## config.mk

```make
export PLATFORM = sky130hd
export DESIGN_NAME = mac_accumulator
export DESIGN_NICKNAME = d
export VERILOG_FILES = /design/src/rtl/mac_accumulator_pkg.sv /design/src/rtl/mac_acc_lane.sv /design/src/rtl/mac_accumulator.sv
export SDC_FILE = /design/constraint.sdc
export NUM_CORES = 1
export LEC_CHECK = 0
export CELL_PAD_IN_SITES_DETAIL_PLACEMENT = 0
export CELL_PAD_IN_SITES_GLOBAL_PLACEMENT = 1
export CORE_UTILIZATION = 46
export DETAILED_ROUTE_END_ITERATION = 6
export PLACE_DENSITY_LB_ADDON = 0.2
export RECOVER_POWER = 25
export SLEW_MARGIN = 10
export SYNTH_ARGS = -nofsm -noshare
export SYNTH_HDL_FRONTEND = slang
export SYNTH_SLANG_ARGS = --single-unit
```

## constraint.sdc

```tcl
create_clock -name clk -period 8.59 [get_ports clk]
set_input_delay 1.718 -clock clk [delete_from_list [all_inputs] [get_ports clk]]
set_output_delay 1.718 -clock clk [all_outputs]
set_load 0.005 [all_outputs]
```

## src/rtl/mac_accumulator_pkg.sv

```systemverilog
// Shared constants for the MAC accumulator slice: default widths, cfg codes
// and the accumulator FSM state encoding.
package mac_accumulator_pkg;

  // Default lane accumulator width and minimum operand width.
  localparam int MAC_ACC_WIDTH = 32;
  localparam int MAC_MIN_WIDTH = 8;

  // cfg codes forwarded to mac_combiner.
  localparam logic [1:0] MAC_SINGLE = 2'd0;
  localparam logic [1:0] MAC_DUAL   = 2'd1;
  localparam logic [1:0] MAC_QUAD   = 2'd2;

  // IDLE: waiting for the first beat of a dot product; ACC: mid dot product.
  typedef enum logic {
    MAC_ACC_IDLE = 1'b0,
    MAC_ACC_ACC  = 1'b1
  } acc_state_t;

endpackage

```

## src/rtl/mac_acc_lane.sv

```systemverilog
// One accumulator lane: running-sum register, adder with carry-out detection,
// optional saturation and a sticky overflow flag.
// MAC_ACC_SAT_EN defined: a carry clamps the lane to all-ones.
// sum/ovf present the lane value after the current beat, so the parent can
// capture the final result in the same clock as the last beat.
module mac_acc_lane #(
  parameter int ACC_WIDTH  = 32,
  parameter int PROD_WIDTH = 16
) (
  input  logic                  clk,
  input  logic                  rst,
  input  logic                  clear,
  input  logic                  load,
  input  logic                  add,
  input  logic [PROD_WIDTH-1:0] prod,
  output logic [ACC_WIDTH-1:0]  sum,
  output logic                  ovf
);

  logic [ACC_WIDTH-1:0] acc;
  logic                 acc_ovf;
  logic [ACC_WIDTH-1:0] prod_ext;
  logic [ACC_WIDTH:0]   wide;
  logic                 carry;

  assign prod_ext = ACC_WIDTH'(prod);
  assign wide     = {1'b0, acc} + {1'b0, prod_ext};
  assign carry    = wide[ACC_WIDTH];

  // Lane value after this beat: first beat replaces, later beats add.
  always_comb begin
    sum = acc;
    ovf = acc_ovf;
    if (load) begin
      sum = prod_ext;
      ovf = 1'b0;
    end else if (add) begin
`ifdef MAC_ACC_SAT_EN
      // Once clamped, any further add carries again (or adds zero), so the
      // lane stays at all-ones for the rest of the dot product.
      sum = carry ? {ACC_WIDTH{1'b1}} : wide[ACC_WIDTH-1:0];
`else
      sum = wide[ACC_WIDTH-1:0];
`endif
      ovf = acc_ovf | carry;
    end
  end

  // Accumulator register; cleared once its result has been handed off.
  always_ff @(posedge clk or negedge rst) begin
    if (!rst) begin
      acc     <= '0;
      acc_ovf <= 1'b0;
    end else if (clear) begin
      acc     <= '0;
      acc_ovf <= 1'b0;
    end else if (load || add) begin
      acc     <= sum;
      acc_ovf <= ovf;
    end
  end

endmodule

```

## src/rtl/mac_accumulator.sv

```systemverilog
// Four-lane unsigned accumulator feeding mac_combiner. Sums per-lane products
// over one dot product and holds the lane sums plus captured cfg in result
// registers behind a valid/ready handshake; a held result stalls input.
// Optional feature macro: MAC_ACC_SAT_EN (per-lane saturation instead of wrap).
module mac_accumulator
  import mac_accumulator_pkg::*;
#(
  parameter int ACC_WIDTH  = MAC_ACC_WIDTH,
  parameter int PROD_WIDTH = 2 * MAC_MIN_WIDTH
) (
  input  logic                  clk,
  input  logic                  rst,
  input  logic [1:0]            cfg,
  input  logic                  in_valid,
  output logic                  in_ready,
  input  logic                  in_last,
  input  logic [PROD_WIDTH-1:0] prod0,
  input  logic [PROD_WIDTH-1:0] prod1,
  input  logic [PROD_WIDTH-1:0] prod2,
  input  logic [PROD_WIDTH-1:0] prod3,
  output logic                  out_valid,
  input  logic                  out_ready,
  output logic [ACC_WIDTH-1:0]  partial0,
  output logic [ACC_WIDTH-1:0]  partial1,
  output logic [ACC_WIDTH-1:0]  partial2,
  output logic [ACC_WIDTH-1:0]  partial3,
  output logic [1:0]            out_cfg,
  output logic [3:0]            ovf
);

  acc_state_t            state;
  logic [1:0]            cfg_hold;
  logic                  accept;
  logic                  result_load;
  logic                  lane_load;
  logic                  lane_add;
  logic [PROD_WIDTH-1:0] prod_arr [4];
  logic [ACC_WIDTH-1:0]  lane_sum [4];
  logic [3:0]            lane_ovf;

  // A held result blocks input unless it is being consumed this cycle.
  assign in_ready    = !out_valid || out_ready;
  assign accept      = in_valid && in_ready;
  assign lane_load   = accept && (state == MAC_ACC_IDLE);
  assign lane_add    = accept && (state == MAC_ACC_ACC);
  assign result_load = accept && in_last;

  assign prod_arr[0] = prod0;
  assign prod_arr[1] = prod1;
  assign prod_arr[2] = prod2;
  assign prod_arr[3] = prod3;

  genvar gi;
  generate
    for (gi = 0; gi < 4; gi++) begin : g_lane
      mac_acc_lane #(
        .ACC_WIDTH (ACC_WIDTH),
        .PROD_WIDTH(PROD_WIDTH)
      ) u_lane (
        .clk  (clk),
        .rst  (rst),
        .clear(result_load),
        .load (lane_load),
        .add  (lane_add),
        .prod (prod_arr[gi]),
        .sum  (lane_sum[gi]),
        .ovf  (lane_ovf[gi])
      );
    end
  endgenerate

  // FSM, cfg capture and result registers with the output handshake.
  always_ff @(posedge clk or negedge rst) begin
    if (!rst) begin
      state     <= MAC_ACC_IDLE;
      cfg_hold  <= MAC_SINGLE;
      out_valid <= 1'b0;
      partial0  <= '0;
      partial1  <= '0;
      partial2  <= '0;
      partial3  <= '0;
      out_cfg   <= MAC_SINGLE;
      ovf       <= '0;
    end else begin
      if (accept) begin
        case (state)
          MAC_ACC_IDLE: begin
            // cfg is only sampled on the first beat; later changes are ignored.
            cfg_hold <= cfg;
            state    <= in_last ? MAC_ACC_IDLE : MAC_ACC_ACC;
          end
          MAC_ACC_ACC: begin
            if (in_last) state <= MAC_ACC_IDLE;
          end
          default: state <= MAC_ACC_IDLE;
        endcase
      end

      if (result_load) begin
        // A new result may replace one being consumed in the same clock.
        out_valid <= 1'b1;
        partial0  <= lane_sum[0];
        partial1  <= lane_sum[1];
        partial2  <= lane_sum[2];
        partial3  <= lane_sum[3];
        out_cfg   <= (state == MAC_ACC_IDLE) ? cfg : cfg_hold;
        ovf       <= lane_ovf;
      end else if (out_ready) begin
        out_valid <= 1'b0;
      end
    end
  end

endmodule

```

==> results of run 1 <==
## report_power, final
part | switching [mW] | leakage (nW) | internal (mW)
sequential | 0.125 | 3.57 | 1.46
combinational | 0.760 | 3.99 | 0.637
clock | 0.523 | 0.498 | 0.803
## metal layers
layer / up-vias / track usage
met1: 6437 / 0.3559
met5: - / 0
met2: 334 / 0.4106
met4: 0 / 0.06000
li1: 6447 / -
met3: 54 / 0.03122
## state kept, by name, summed over array words and instances, names as in the netlist
| name | cells |
|---|---|
| g_lane.u_lane.acc | 128 |
| partial0 | 32 |
| partial1 | 32 |
| partial2 | 32 |
| partial3 | 32 |
| g_lane.u_lane.acc_ovf | 4 |
| ovf | 4 |
| cfg_hold | 2 |
| out_cfg | 2 |
| out_valid | 1 |
| state | 1 |
## cells by family after synthesis
group | Yosys count
and+or+nand+nor | 532
AOI/OAI and AO/OA | 574
adders and majority gates | 68
muxes | 42
DFF | 270
buffers and inverters | 114
xor gates and xnor gates | 103
## worst paths after layout
| kind | depth (start not counted) | slack, ns | endpoint | from |
|---|---|---|---|---|
| setup / recovery | 8 | 2.25 | partial0[31]$_DFFE_PN0P_ | in_last |
| hold / removal | 2 | 0.47 | partial3[4]$_DFFE_PN0P_ | partial3[4]$_DFFE_PN0P_ |
| setup reg to reg | 5 | 3.95 | g_lane[3].u_lane.acc[13]$_DFFE_PN0P_ | out_valid$_DFFE_PN0P_ |
| hold reg to reg | 2 | 0.47 | partial3[4]$_DFFE_PN0P_ | partial3[4]$_DFFE_PN0P_ |
| max in group asynchronous | 2 | 5.69 | state$_DFFE_PN0P_ | rst |
| min in group asynchronous | 1 | 1.27 | partial2[1]$_DFFE_PN0P_ | rst |
## worst register-to-register path: stages, from the launching register on
cell      delay (ns)
dfrtp_1         0.35
nand2b_1        0.16
nand2_4         0.13
clkbuf_1        2.22
nor2_1          1.05
a221o_1         0.60
## per-stage QoR
step,instances,power (mW)
global placement,2274,2.972
detailed placement,2274,2.998
global route,2328,4.575
finish,2329,4.306
floorplan,1703,2.458
CTS,2328,4.342
## cell usage in the layout (no fill, tap or decap), drive strengths merged, types with 8 or more instances in the layout
master,count
a21o,21
nor2,92
inv,21
dfrtp,270
clkinv,8
and2,9
nand4,14
buf,13
nand3,46
a211oi,23
a21oi,121
a22o,15
or3,11
and3,20
o31ai,51
a31oi,23
ha,64
mux2i,40
xor2,47
xnor2,56
o21a,13
o21ai,251
clkdlybuf4s50,203
nand2,287
nor3,14
clkbuf,46
## final cells by class
cell class | count | share of cell area
Tap cell | 442 | 0.02961
Timing Repair Buffer | 221 | 0.1161
Multi-Input combinational cell | 1319 | 0.4339
Clock buffer | 43 | 0.04555
Antenna cell | 1 | 0.0001340
Clock inverter | 11 | 0.008307
Sequential cell | 270 | 0.3619
Inverter | 22 | 0.004421
==> results_dict.tcl, run 1 <==
set metrics [dict create \
    slowest_delay_ns 1.28 \
    slew_headroom -1.098 \
    crit_arrival_ns 6.77 \
    synth_async_sr_flop_share 1.000 \
    wl_met1_mm 19.81 \
    rsz0062_at_grt "false" \
    cp.required_ns 9.02 \
    wl_per_cell_um 18.04 \
    critPathBufInv 3 \
    synth_top_family_by_area "compound AO/OA/AOI/OAI gates" \
    place_congestion 0.8861 \
    clkSlewWorstSetupHoldPaths_ns 0.06 \
    layout_setup_ws_ns 2.248 \
    violations "max-capacitance violations, max-slew violations" \
    drive_above_1_share 0.04560 \
    cts_root_buf "clkbuf_16" \
    synth_area_um2 15270 \
    hold_viol 0 \
    critPathLaunchType "input pin" \
    avgViaCountPerCell 5.699 \
    synth_top_area_cell "dfrtp_1" \
    ir_worst_vdd_mv 0.1563 \
    synth_ff_type "dfrtp_1" \
    synth_xor_xnor_area_share 0.05908 \
    pre_cts_slack_ns 3.459 \
    drt-total-wl_mm 42.01 \
    synthMuxAreaShare 0.02770 \
    cts_sinks 270 \
    power_density_nw_per_um2 230.5 \
    clock_path_buffers 3 \
    finalInstanceArea_um2 18680 \
    port_buffers 206 \
    critical-path-slowest-cell "clkbuf_1" \
    ys_ff_latch 270 \
    antenna_found_initial 1 \
    final_util 0.5726 \
    dr_total_vias 13270 \
    holdWs_ns 0.4731 \
    hpwl_mm 27.73 \
    fin_crit_ns 6.342 \
    multiInputGateArea_um2 8105 \
    synth_simple_gate_area_frac 0.1550 \
    tightest_slew_ns 3.147 \
    period_share 0.7383 \
    dr_wl_met2_mm 19.37 \
    dieHeight_um 184.2 \
    cts_tree "done" \
    chipWidth_um 184.2 \
    setup_viol 0 \
    tns_ns 0 \
    drtIter0Drc 815 \
    rows 66 \
    cts_setup_buffers 0 \
    grt_start_max_net_pins 124 \
    start_util 0.4681 \
    top_layer "met4" \
    dieArea_um2 33920 \
    htreeDepth 1 \
    fillers 2924 \
    ios 207 \
    cts.repair.resized 0 \
    outcome "complete, but fails checks" \
    ys.warnings.count 0 \
    drcViolationCount 0 \
    synth.top_cells.by_count "287 x nand2_1, 270 x dfrtp_1, 248 x o21ai_0, 119 x a21oi_1, 92 x nor2_1" \
    overflow 0 \
    synth.distinct_cells 77 \
    place_area_um2 17670 \
    seq_area_um2 6760 \
    end_kind "flop" \
    yosysSeqAreaShare 0.4425 \
    leakagePower_nw 8.059 \
    grt_pass1_wl_mm 68.54 \
    ys_top_cells_by_area "dfrtp_1 44%, o21ai_0 8.1%, nand2_1 7.1%, ha_1 5.2%, a21oi_1 3.9%" \
    synth-compound-area-share 0.2296 \
    hold_path_class "flop to flop" \
    crit_top_cell "clkbuf_1" \
    cts_buffers 31 \
    coreArea_um2 32620 \
    syn_inst 1703 \
    synth_top_area_share 0.4425 \
    nets 2004 \
    timing.fmax_ghz 0.1577 \
    clk_latency_ns 0.56 \
    crit_fanout 63 \
    grt_use_total 0.2519 \
    grt_pass1_vias 12970 \
    critical_path_class "input pin to flop" \
    yosysMostFrequentCell "nand2_1" \
    area_growth_pct 22.33 \
    final.setup_skew_ns 0.02103 \
    avgSynthCellArea_um2 8.966 \
    synthAdderAreaFrac 0.05769 \
    maxSlewViolCount 118 \
    cp_cell_sequence "dlygate4sd3_1 -> clkbuf_1 -> and3_1 -> clkbuf_1 -> nand2_2 -> nor2_1 -> a22oi_1 -> o21ai_0" \
    antenna_left 0 \
    met3_length_mm 1.924 \
    synth_edf_count 0 \
    dr.pass1.iters 5 \
    critPathTopFamily "buffers and inverters" \
    maxCapViolations 3 \
    syn_nets 1842 \
    cts_hold_buf 0 \
]
No activity file was read; power rests on OpenSTA's default activity.
==> inputs of run 2 (changes only) <==
- CORE_UTILIZATION: 46 -> 38
- clock period: 8.59 -> 5.7 ns (I/O delays scaled with it)
==> results_dict.tcl, run 2 (same netlist as run 1, synthesis figures left out) <==
set metrics [dict create \
    critPathTopFamily "compound AO/OA/AOI/OAI gates" \
    hold_path_class "flop to flop" \
    fin_crit_ns 4.069 \
    dr_total_vias 13330 \
    crit_fanout 16 \
    overflow 0 \
    power_density_nw_per_um2 355.4 \
    antenna_found_initial 0 \
    start_util 0.3852 \
    cp_cell_sequence "clkdlybuf4s50_1 -> ha_1 -> fa_1 -> a211oi_1 -> o211ai_1 -> nand4_1 -> o221ai_1 -> a21o_1 -> nor3b_1 -> o21ai_0 -> a22o_1" \
    grt_start_max_net_pins 105 \
    clkSlewWorstSetupHoldPaths_ns 0.06 \
    cts_hold_buf 0 \
    area_growth_pct 24.44 \
    wl_per_cell_um 18.58 \
    dieHeight_um 202.5 \
    finalInstanceArea_um2 19000 \
    chipWidth_um 202.5 \
    timing.fmax_ghz 0.2458 \
    tns_ns 0 \
    hold_viol 0 \
    end_kind "flop" \
    crit_arrival_ns 4.50 \
    cts_root_buf "clkbuf_16" \
    top_register "g_lane.u_lane.acc" \
    clock_path_buffers 3 \
    critPathLaunchType "input pin" \
    path_depth 11 \
    drtIter0Drc 610 \
    setup_viol 0 \
    maxSlewViolCount 104 \
    drt-total-wl_mm 45.13 \
    htreeDepth 2 \
    final_cell_mix "283 x nand2_1, 269 x dfrtp_1, 248 x o21ai_0" \
    period_share 0.7139 \
    place_congestion 0.8317 \
    coreArea_um2 39640 \
    rr_worst_depth 10 \
    cts_setup_buffers 0 \
    grt_pass1_wl_mm 73.31 \
    cp.required_ns 6.13 \
    ios 207 \
    critical-path-slowest-cell "a21o_1" \
    whs_path_depth 2 \
    grt_pass1_vias 13280 \
    avgViaCountPerCell 5.486 \
    drive_above_1_share 0.05728 \
    cts.repair.resized 0 \
    slowest_delay_ns 0.57 \
    ir_worst_vdd_mv 0.2109 \
    critical_path_class "input pin to flop" \
    rsz0062_at_grt "false" \
    slew_headroom -0.8640 \
    dieArea_um2 40990 \
    antenna_left 0 \
    nets 2015 \
    grt_use_total 0.2228 \
    tightest_slew_ns 2.796 \
    cts_buffers 35 \
    rows 73 \
    drcViolationCount 0 \
    dr.pass1.iters 5 \
    place_area_um2 17850 \
    cts_sinks 270 \
    critPathBufInv 1 \
    final_common_cell "nand2_1" \
    maxCapViolations 1 \
    port_buffers 206 \
    outcome "complete, but fails checks" \
    clk_latency_ns 0.55 \
    violations "max-capacitance violations, max-slew violations" \
    largest_register_ffs 128 \
    hpwl_mm 30.49 \
    leakagePower_nw 8.188 \
    final.setup_skew_ns 0.02590 \
    cts_tree "done" \
]
## run 2: tightest hold or removal path: stages (launching register included)
cell     delay (ns)
dfrtp_1        0.34
nand2_1        0.04
o21ai_0        0.06
## run 2: per-stage QoR
step           utilization  cells  total power [mW]  hold slack, ns  setup WS, ns
6_report            0.4793   2429             6.753          0.4739         1.631
3_3_place_gp        0.4502   2364             4.522          0.4607         1.114
2_1_floorplan            -   1703             3.704          0.4463         2.070
3_5_place_dp        0.4502   2364             4.557          0.4637         1.081
4_1_cts             0.4795   2428             6.838          0.4795         1.642
5_1_grt             0.4792   2428             7.175          0.4985         1.391
## run 2: power breakdown
| part | internal (mW) | switching [mW] | leakage, nW |
|---|---|---|---|
| Sequential | 2.20 | 0.181 | 3.57 |
| Clock | 1.35 | 0.886 | 0.579 |
| Combinational | 0.969 | 1.17 | 4.04 |
## run 2: cell type report
class                           count  area, µm²
Clock inverter                     13      133.9
Sequential cell                   270       6760
Fill cell                        3848      20640
Multi-Input combinational cell   1319       8102
Timing Repair Buffer              228       2235
Clock buffer                       51       1027
Inverter                           22      82.58
Antenna cell                        1      2.502
Tap cell                          525      656.9
## run 2: worst paths after layout
path / from / end / slack, ns
setup / recovery: prod2[0] / g_lane[2].u_lane.acc[24]$_DFFE_PN0P_ / 1.63
hold / removal: partial3[3]$_DFFE_PN0P_ / partial3[3]$_DFFE_PN0P_ / 0.47
setup reg to reg: g_lane[3].u_lane.acc[0]$_DFFE_PN0P_ / partial3[30]$_DFFE_PN0P_ / 2.37
hold reg to reg: partial3[3]$_DFFE_PN0P_ / partial3[3]$_DFFE_PN0P_ / 0.47
max in group asynchronous: rst / partial2[4]$_DFFE_PN0P_ / 2.32
min in group asynchronous: rst / cfg_hold[1]$_DFFE_PN0P_ / 1.43
## run 2: routing by layer
layer  wire [µm]  global-route usage  vias up  share of wire
met1       21580              0.3102     6518           0.48
met5           0                   0        -              0
met4        1059             0.07062        0          0.023
met3        1959             0.03082       62          0.043
li1            -                   -     6478              -
met2       20530              0.3578      268           0.45
